$ cat src/rtl/joy_serial_scan.sv
// Serial joystick chain scanner for 74HC165-style PISO registers, NJOY pads of NBITS each.
// Optional two-frame consistency filter enabled by defining JOY_DEBOUNCE_EN.
module joy_serial_scan #(
  parameter int unsigned NJOY       = 2,
  parameter int unsigned NBITS      = 8,
  parameter int unsigned DIV        = 50,
  parameter int unsigned ACTIVE_LOW = 1,
  parameter int unsigned GAP        = 0
) (
  input  logic                  clock,
  input  logic                  reset,
  input  logic                  enable,
  output logic                  joyCk,
  output logic                  joyLd,
  output logic                  joyS,
  input  logic                  joyD,
  output logic [NJOY*NBITS-1:0] joy,
  output logic                  joyStb,
  output logic                  busy
);

  localparam int unsigned Total = NJOY * NBITS;
  localparam int unsigned CntW  = (Total > 1) ? $clog2(Total) : 1;
  localparam int unsigned DivW  = $clog2(DIV);

  localparam logic [CntW-1:0] LastBit = CntW'(Total - 1);
  localparam logic [DivW-1:0] DivLast = DivW'(DIV - 1);
  localparam logic [7:0]      GapLast = 8'(GAP);
  localparam logic            InvBit  = (ACTIVE_LOW != 0);

  typedef enum logic [2:0] {StIdle, StLoad, StSample, StClkHi, StDone} state_t;

  state_t            stateQ, stateD;
  logic [DivW-1:0]   divCntQ;
  logic              ce;
  logic [CntW-1:0]   bitCntQ, bitCntD;
  logic [7:0]        gapCntQ, gapCntD;
  logic [Total-1:0]  shiftQ, shiftD;
  logic [Total-1:0]  joyOutQ, joyOutD;
  logic              joyCkQ, joyCkD;
  logic              joyLdQ, joyLdD;
  logic              busyQ, busyD;
  logic              joyStbQ, joyStbD;
`ifdef JOY_DEBOUNCE_EN
  logic [Total-1:0]  prevQ, prevD;
`endif

  assign ce = (divCntQ == DivLast);

  always_ff @(posedge clock or negedge reset) begin
    if (!reset) begin
      divCntQ <= '0;
    end else begin
      divCntQ <= ce ? '0 : divCntQ + 1'b1;
    end
  end

  always_ff @(posedge clock or negedge reset) begin
    if (!reset) begin
      stateQ <= StIdle;
    end else begin
      stateQ <= stateD;
    end
  end

  always_comb begin
    stateD = stateQ;
    if (ce) begin
      unique case (stateQ)
        StIdle:   if (enable) stateD = StLoad;
        StLoad:   stateD = StSample;
        StSample: stateD = (bitCntQ == LastBit) ? StDone : StClkHi;
        StClkHi:  stateD = StSample;
        StDone:   if (gapCntQ == GapLast) stateD = StIdle;
        default:  stateD = StIdle;
      endcase
    end
  end

  // Datapath and registered outputs; every change is gated by ce except the strobe clear.
  always_comb begin
    bitCntD = bitCntQ;
    gapCntD = gapCntQ;
    shiftD  = shiftQ;
    joyOutD = joyOutQ;
    joyCkD  = joyCkQ;
    joyLdD  = joyLdQ;
    busyD   = busyQ;
    joyStbD = 1'b0;
`ifdef JOY_DEBOUNCE_EN
    prevD   = prevQ;
`endif
    if (ce) begin
      unique case (stateQ)
        StIdle: begin
          if (enable) begin
            joyLdD  = 1'b0;
            joyCkD  = 1'b0;
            bitCntD = '0;
            busyD   = 1'b1;
          end else begin
            busyD = 1'b0;
          end
        end
        StLoad: begin
          joyLdD  = 1'b1;
          gapCntD = '0;
        end
        StSample: begin
          shiftD[bitCntQ] = joyD ^ InvBit;
          bitCntD = bitCntQ + 1'b1;
          // No trailing shift clock after the last bit.
          if (bitCntQ != LastBit) joyCkD = 1'b1;
        end
        StClkHi: begin
          joyCkD = 1'b0;
        end
        StDone: begin
          if (gapCntQ == 8'd0) begin
`ifdef JOY_DEBOUNCE_EN
            if ((shiftQ == prevQ) && (shiftQ != joyOutQ)) begin
              joyOutD = shiftQ;
              joyStbD = 1'b1;
            end
            prevD = shiftQ;
`else
            joyOutD = shiftQ;
            joyStbD = 1'b1;
`endif
          end
          if (gapCntQ == GapLast) begin
            busyD = 1'b0;
          end else begin
            gapCntD = gapCntQ + 8'd1;
          end
        end
        default: begin
          busyD = 1'b0;
        end
      endcase
    end
  end

  always_ff @(posedge clock or negedge reset) begin
    if (!reset) begin
      bitCntQ <= '0;
      gapCntQ <= '0;
      shiftQ  <= '0;
      joyOutQ <= '0;
      joyCkQ  <= 1'b0;
      joyLdQ  <= 1'b1;
      busyQ   <= 1'b0;
      joyStbQ <= 1'b0;
    end else begin
      bitCntQ <= bitCntD;
      gapCntQ <= gapCntD;
      shiftQ  <= shiftD;
      joyOutQ <= joyOutD;
      joyCkQ  <= joyCkD;
      joyLdQ  <= joyLdD;
      busyQ   <= busyD;
      joyStbQ <= joyStbD;
    end
  end

`ifdef JOY_DEBOUNCE_EN
  always_ff @(posedge clock or negedge reset) begin
    if (!reset) begin
      prevQ <= '0;
    end else begin
      prevQ <= prevD;
    end
  end
`endif

  assign joyCk  = joyCkQ;
  assign joyLd  = joyLdQ;
  assign joyS   = 1'b1;
  assign joy    = joyOutQ;
  assign joyStb = joyStbQ;
  assign busy   = busyQ;

endmodule
$ cat config.mk
export PLATFORM = sky130hd
export DESIGN_NAME = joy_serial_scan
export DESIGN_NICKNAME = d
export VERILOG_FILES = /design/src/rtl/joy_serial_scan.sv
export SDC_FILE = /design/constraint.sdc
export NUM_CORES = 1
export LEC_CHECK = 0
export ABC_AREA = 1
export CAP_MARGIN = 10
export CELL_PAD_IN_SITES_DETAIL_PLACEMENT = 0
export CELL_PAD_IN_SITES_GLOBAL_PLACEMENT = 1
export CORE_AREA = 2 2 83 85
export DETAILED_ROUTE_END_ITERATION = 8
export DIE_AREA = 0 0 85 87
export PLACE_DENSITY = 0.76
export SLEW_MARGIN = 0
export SYNTH_ARGS = -nofsm -noshare
export SYNTH_HDL_FRONTEND = slang
export SYNTH_SLANG_ARGS = --single-unit
export TNS_END_PERCENT = 20
$ cat constraint.sdc
create_clock -name clock -period 4.2 [get_ports clock]
set_input_delay 0.84 -clock clock [delete_from_list [all_inputs] [get_ports clock]]
set_output_delay 0.84 -clock clock [all_outputs]
set_load 0.01 [all_outputs]
---- Word-level counts from Yosys, hierarchy flattened ----
Cells that the tools add are included.
cells by class
  add/subtract/negate cells ............... 3
  order comparisons ....................... 2
  equality and inequality tests ........... 11
  muxes and demuxes ....................... 22
  bitwise operators ....................... 2
  reduce and logical (&&, ||, !) cells .... 17
operators with widths
  cell                                                                                 count
  3-bit AND reduction                                                                  6
  16-bit bitwise mux                                                                   1
  8-bit case mux with 2 select lines                                                   1
  3-bit case mux with 4 select lines                                                   1
  3-bit two-way mux                                                                    3
  8-bit by 1-bit adder with 8-bit output, second input constant                        1
  8-bit logical NOT                                                                    1
  1-bit two-way mux                                                                    8
  8-bit two-way mux                                                                    1
  2-bit != test, second input constant                                                 4
  4-bit case mux with 2 select lines                                                   1
  6-bit by 1-bit adder with 6-bit output, second input constant                        1
  3-bit by 2-bit equality test with 1-bit output, second input constant                2
  6-bit equality test, second input constant                                           1
  6-bit two-way mux                                                                    1
  1-bit case mux with 3 select lines                                                   2
  2-bit nonzero test                                                                   3
  4-bit by 5-bit < comparator with 1-bit output, second input constant                 1
  4-bit by 1-bit adder with 4-bit output, second input constant                        1
  1-bit demux with 4-bit select                                                        1
  4-bit equality test, second input constant                                           1
  4-bit by 1-bit greater-or-equal comparator with 1-bit output, second input constant  1
  4-bit two-way mux                                                                    1
  4-bit != test, second input constant                                                 1
  other kinds (11)                                                                     12
word-level totals
  register bits ........................... 57
  bits of input ports ..................... 4

---- Longest topological paths before layout ----
Gate-level depths: netlist of the first run.
  depth after elaboration ................. 5
  depth in mapped cells ................... 11
  gate-level depth less buffers ........... 10

---- Worst setup path before layout of the first run ----
No wires, ideal clock.
  kind .................................... reg2reg
  start ................................... register divCntQ[1]
  end ..................................... register shiftQ[12]
  arrival time ............................ 1433 ps
  required time ........................... 4080 ps
  setup slack ............................. 2647 ps
  cell stages (with the launch flop) ...... 9
  path buffers ............................ 1
  clock period less this slack ............ 1553 ps
  cells stage by stage .................... dfrtp_1 > inv_1 > ha_1 > nand2_2 > nor3_4 > nand2_4 > buf_6 > o21ai_0 > nand2_1
on the way
  word-level cells in the longest chain between the ends .. 2
ends and longest elaborated chain
  item                                  line  RTL
  start: declaration                    34    logic [DivW-1:0] divCntQ;
  start signal: assignment              54    divCntQ <= ce ? '0 : divCntQ + 1'b1;
  6-bit equality test                   48    assign ce = (divCntQ == DivLast);
  2-bit AND reduction (no source line)  -
  end signal: assignment                157   shiftQ <= shiftD;
  end: declaration                      38    logic [Total-1:0] shiftQ, shiftD;
Every way passes these cells.
A chain may end at the register's enable or synchronous reset.

---- Worst setup path after layout of the first run ----
  start ................................... register joyLdQ (netlist: joyLd)
  end ..................................... output joyLd
RTL lines
  item                      line  RTL
  start: declaration        41    logic joyLdQ, joyLdD;
  start signal: assignment  160   joyLdQ <= joyLdD;
  end: declaration          14    output logic joyLd,
No word-level cell between the ends.

==> impl_metrics.json, run 1 <==
{
  "post_cts_resized": 0,
  "powerDensity_nw_per_um2": 362,
  "io_buffers": 23,
  "fin_setup_tns_ns": 0,
  "drv_cap": 0,
  "cts_tree": "done",
  "r2r_slack_ns": 2.23,
  "syn_inst": 353,
  "cts_hold_buf": 0,
  "fin_util_pct": 50.6,
  "crit_chain": "clkdlybuf4s50_1",
  "firstDrtPassIters": 4,
  "ant_nets": 0,
  "htree_levels": 3,
  "wl_per_cell_um": 12.7,
  "grt_util_met3_pct": 3.51,
  "required_ns": 3.36,
  "place_area_um2": 3080,
  "ys_warn_count": 0,
  "initial_utilization_pct": 42.9,
  "insertion_delay_ns": 0.33,
  "outcome": "finished, final reports clean",
  "timing.fmax_ghz": 0.449,
  "critical_path_class": "reg2out",
  "period_minus_slack_ns": 2.23,
  "power_mw": 1.20,
  "route.detailed.drc": 0,
  "relSlewSlack_pct": 52.1,
  "busiest_layer": "met2",
  "setup_viol": 0,
  "critPathTopFamily": "flip-flops",
  "post_cts_buffers": 0,
  "grt_start_max_net_pins": 37,
  "synth_area_um2": 2820,
  "fin_skew_ns": 0.0108,
  "grt_pass1_wl_um": 10200,
  "rows": 30,
  "layout-drive-gt1-share_pct": 7.59,
  "fin_crit_sh_pct": 53.0,
  "final_nets": 389,
  "path_buf_inv": 1,
  "area_growth_pct": 18.0,
  "maxSlewViolCount": 0,
  "synth_cell_types": 28,
  "placed_cells": 446,
  "synth_edf_count": 0,
  "final_cells": 462,
  "grt.total_usage_pct": 17.4,
  "clock_sinks": 57,
  "fp.dieH_um": 87,
  "cts_inserted_buffers": 9,
  "dieArea_um2": 7400,
  "hp-class": "in2async",
  "hold_viol": 0,
  "cp_slowest_cell": "dfstp_2",
  "antenna_found_initial": 0,
  "clk_pin_slew_ns": 0.07,
  "gr-usage-met2_pct": 28.1,
  "cts_buffer_depth": 2,
  "tightest_slew_ns": 0.718,
  "synthArstFlopShare_pct": 100,
  "crit_fanout": 2,
  "critPathLaunchType": "flip-flop",
  "cp.arrival_ns": 1.39,
  "n_fill_cell": 632,
  "ys_ff_latch": 57,
  "vias_per_cell": 4.95,
  "cp_slowest_stage_delay_ns": 0.53,
  "gp_congestion": 0.817,
  "ios": 25,
  "final_area_um2": 3320,
  "gr-usage-met1_pct": 22.5,
  "diodes": 0,
  "wirelength_um": 5880,
  "power_leakage_nw": 1.58,
  "syn_nets": 365,
  "dpl.hpwl_um": 4110,
  "vias": 2285,
  "chipWidth_um": 85,
  "yosysSeqAreaShare_pct": 50.7,
  "ys.flop_type": "dfrtp_1",
  "first_iter_violations": 98,
  "core_area_um2": 6570,
  "root_buffer": "clkbuf_8",
  "rsz0062_at_grt": "false",
  "overflow": 0,
  "avgSynthCellArea_um2": 7.98,
  "grt_pass1_vias": 2227,
  "vdd_drop_max_uv": 193,
  "end_kind": "output port"
}
## final cells by class
class                   count  area, um^2  share of cell area (%)
repair buffers             24         233                    7.00
clock buffers              11         141                    4.25
well taps                  80         100                    3.01
multi-input cells         253        1200                    36.0
clock inverters             5         103                    3.09
flip-flops and latches     57        1430                    42.9
inverters                  32         123                    3.69
## state kept, by name, indices dropped and copies added (netlist names), 3 cells and up
register / count
divCntQ: 6
shiftQ: 16
gapCntQ: 8
bitCntQ: 4
joy: 16
stateQ: 3
## final timing paths
| kind | from | to | cells after the start |
|---|---|---|---|
| worst max-delay path | joyLd$_DFFE_PN1P_ | joyLd | 1 |
| min in group clock | shiftQ[12]$_DFFE_PN0P_ | joy[12]$_DFFE_PN0P_ | 2 |
| worst max register to register | divCntQ[1]$_DFF_PN0_ | shiftQ[15]$_DFFE_PN0P_ | 9 |
| worst min register to register | shiftQ[12]$_DFFE_PN0P_ | joy[12]$_DFFE_PN0P_ | 2 |
| max in group asynchronous | reset | joyLd$_DFFE_PN1P_ | 2 |
| worst min-delay path | reset | joy[0]$_DFFE_PN0P_ | 1 |
## layout by cell type (no fill, tap or decap), types with 2 or more instances in the layout
cell type          n
nor3_1             3
a21oi_1            3
o21ai_1            3
nand2_1          140
nand3_1           10
nor2_1            21
ha_1               8
clkdlybuf4s50_1   22
xor2_1             4
inv_2              2
clkbuf_8          10
dfrtp_1           56
inv_1             29
nand2_4            2
bufinv_16          3
o21ai_0           33
nor2_2             3
nand4_1           17
## routing by layer
layer  part of all wire (%)  up-vias
li1                       -     1169
met1                     49     1055
met2                     45       49
met3                    3.5       12
met4                    2.3        0
met5                      0        -
## stage by stage
step / hold WS [ns] / setup WS, ns
6_report: 0.452 / 1.97
5_1_grt: 0.488 / 1.94
4_1_cts: 0.468 / 1.96
3_5_place_dp: 0.456 / 2.22
3_3_place_gp: 0.452 / 2.22
2_1_floorplan: 0.436 / 2.65
## cell families after synthesis
group / synth area share, %
buffers and inverters: 6.84
AND/OR/NAND/NOR: 30.4
flip-flops: 50.7
AO/OA/AOI/OAI: 7.15
other: 0.133
adder cells (fa/ha/maj): 3.55
XOR/XNOR: 1.24
## power breakdown
group          internal (mW)  switching (mW)  total, mW  leakage [nW]
clock network          0.409           0.221      0.630         0.120
registers              0.549               0      0.549         0.681
logic                0.00453          0.0179     0.0225         0.783
total                  0.963           0.238       1.20          1.58
## Yosys cell counts (2+ instances only)
master    number  area, um^2
nand2_1      140         526
nand4_1       17         106
buf_1          3        11.3
nand2_4        2        22.5
a21oi_1        3        15.0
clkbuf_1       2        7.51
buf_6          3        33.8
ha_1           8         100
nand3_1       10        50.1
dfrtp_1       56        1400
inv_1         29         109
nor2_1        21        78.8
nor2_2         3        18.8
o21ai_0       33         165
buf_2          2        10.0
xor2_1         4        35.0
inv_2          2        7.51
o21ai_1        3        15.0
nor3_1         3        15.0
Power figures use the tool's default switching activity.
==> run 2, diff against run 1 <==
Settings changed: CORE_AREA 2 2 83 85 to 2 2 84 86, DIE_AREA 0 0 85 87 to 0 0 86 88, PLACE_DENSITY 0.76 to 0.75.
Clock period 4.2 ns to 2.13 ns, I/O delays scaled along.
==> run 2 against run 1 <==
Register-to-register slack worse by 1.9 ns. Global-route usage up 0.27 points. First-iteration DRC count down 19%. Final area up 1.2%. Critical path depth unchanged. Highest routed layer unchanged.
==> impl_metrics.json, run 2 (synthesized netlist as in run 1, its figures left out) <==
{
  "outcome": "finished, final reports clean",
  "cp_slowest_stage_delay_ns": 0.53,
  "hold_viol": 0,
  "gp_congestion": 0.760,
  "vias_per_cell": 4.90,
  "wirelength_um": 5830,
  "hp-class": "in2async",
  "grt_pass1_vias": 2269,
  "maxSlewViolCount": 0,
  "post_cts_resized": 0,
  "diodes": 0,
  "period_minus_slack_ns": 1.82,
  "route.detailed.drc": 0,
  "vdd_drop_max_uv": 411,
  "fin_crit_sh_pct": 85.6,
  "ant_nets": 0,
  "rsz0062_at_grt": "false",
  "required_ns": 1.70,
  "r2r_slack_ns": 0.32,
  "relSlewSlack_pct": 65.7,
  "firstDrtPassIters": 4,
  "clk_pin_slew_ns": 0.07,
  "cts_inserted_buffers": 9,
  "crit_fanout": 2,
  "cts_hold_buf": 0,
  "ff_latch_area_um2": 1430,
  "final_cell_mix": "140 x nand2_1, 56 x dfrtp_1, 33 x o21ai_0",
  "cp_slowest_cell": "dfstp_2",
  "setup_viol": 0,
  "critical_path_class": "reg2out",
  "critPathLaunchType": "flip-flop",
  "cp.arrival_ns": 1.40,
  "critPathTopFamily": "flip-flops",
  "grt.total_usage_pct": 17.7,
  "layout-drive-gt1-share_pct": 8.81,
  "chipWidth_um": 86,
  "cts_buffer_depth": 2,
  "rows": 30,
  "grt_pass1_wl_um": 10500,
  "initial_utilization_pct": 42.4,
  "root_buffer": "clkbuf_8",
  "clock_sinks": 57,
  "htree_levels": 3,
  "cts_tree": "done",
  "power_leakage_nw": 1.61,
  "insertion_delay_ns": 0.33,
  "area_growth_pct": 19.4,
  "final_nets": 393,
  "io_buffers": 23,
  "grt_start_max_net_pins": 23,
  "tightest_slew_ns": 0.513,
  "dpl.hpwl_um": 4110,
  "power_mw": 2.38,
  "antenna_found_initial": 0,
  "fin_skew_ns": 0.00443,
  "multi_input_area_um2": 1200,
  "overflow": 0,
  "path_buf_inv": 1,
  "fp.dieH_um": 88,
  "vias": 2283,
  "post_cts_buffers": 0,
  "ios": 25,
  "pre_cts_ws_ns": 0.312,
  "core_area_um2": 6640,
  "crit_chain": "clkdlybuf4s50_1",
  "fin_ws_ns": 0.308,
  "end_kind": "output port",
  "layout_commonest_cell": "nand2_1",
  "powerDensity_nw_per_um2": 706,
  "wl_per_cell_um": 12.5,
  "fin_setup_tns_ns": 0,
  "drv_cap": 0,
  "dieArea_um2": 7570,
  "first_iter_violations": 79,
  "n_fill_cell": 665,
  "timing.fmax_ghz": 0.549
}
-- run 2: cell types whose count changed in the layout (fill, tap and decap cells not counted) --
cell	before	now
buf_4	1	4
clkinv_2	1	3
buf_12	0	1
clkbuf_1	1	0
clkinvlp_4	1	0
-- run 2: routing by layer --
metal	GRT usage (%)	part of all wire [%]
met5	0	0
met4	7.07	1.4
met1	24.0	51
met3	3.96	3.9
met2	27.6	44
-- run 2: path summary, 6_finish.rpt --
path,start,end,cells after the start
min in group clock,shiftQ[9]$_DFFE_PN0P_,joy[9]$_DFFE_PN0P_,2
max,joyLd$_DFFE_PN1P_,joyLd,1
min reg2reg,shiftQ[9]$_DFFE_PN0P_,joy[9]$_DFFE_PN0P_,2
min,reset,joy[1]$_DFFE_PN0P_,1
max in group asynchronous,reset,joyLd$_DFFE_PN1P_,2
max reg2reg,divCntQ[1]$_DFF_PN0_,joy[11]$_DFFE_PN0P_,8
-- run 2: layout make-up --
cell class,count,area share (%)
inverter,32,3.64
sequential,57,42.4
tap,80,2.97
timing repair buffer,28,8.18
clock inverter,6,3.12
clock buffer,10,4.09
multi-input combinational,253,35.6
-- run 2: report_power, final --
part	leakage [nW]	internal [mW]	switching [mW]
sequential	0.681	1.08	0
combinational	0.808	0.0138	0.0371
clock	0.126	0.803	0.441
total	1.61	1.90	0.478
-- run 2: through the flow --
| step | instance area, um^2 | hold WS (ns) | std cells | util (%) |
|---|---|---|---|---|
| after floorplan | 2820 | 0.130 | 353 | - |
| after global placement | 3120 | 0.426 | 450 | 47.0 |
| after detailed placement | 3120 | 0.440 | 450 | 47.0 |
| after CTS | 3370 | 0.0771 | 466 | 50.7 |
| after global routing | 3370 | 0.0951 | 466 | 50.7 |
| final | 3370 | 0.0576 | 466 | 50.7 |
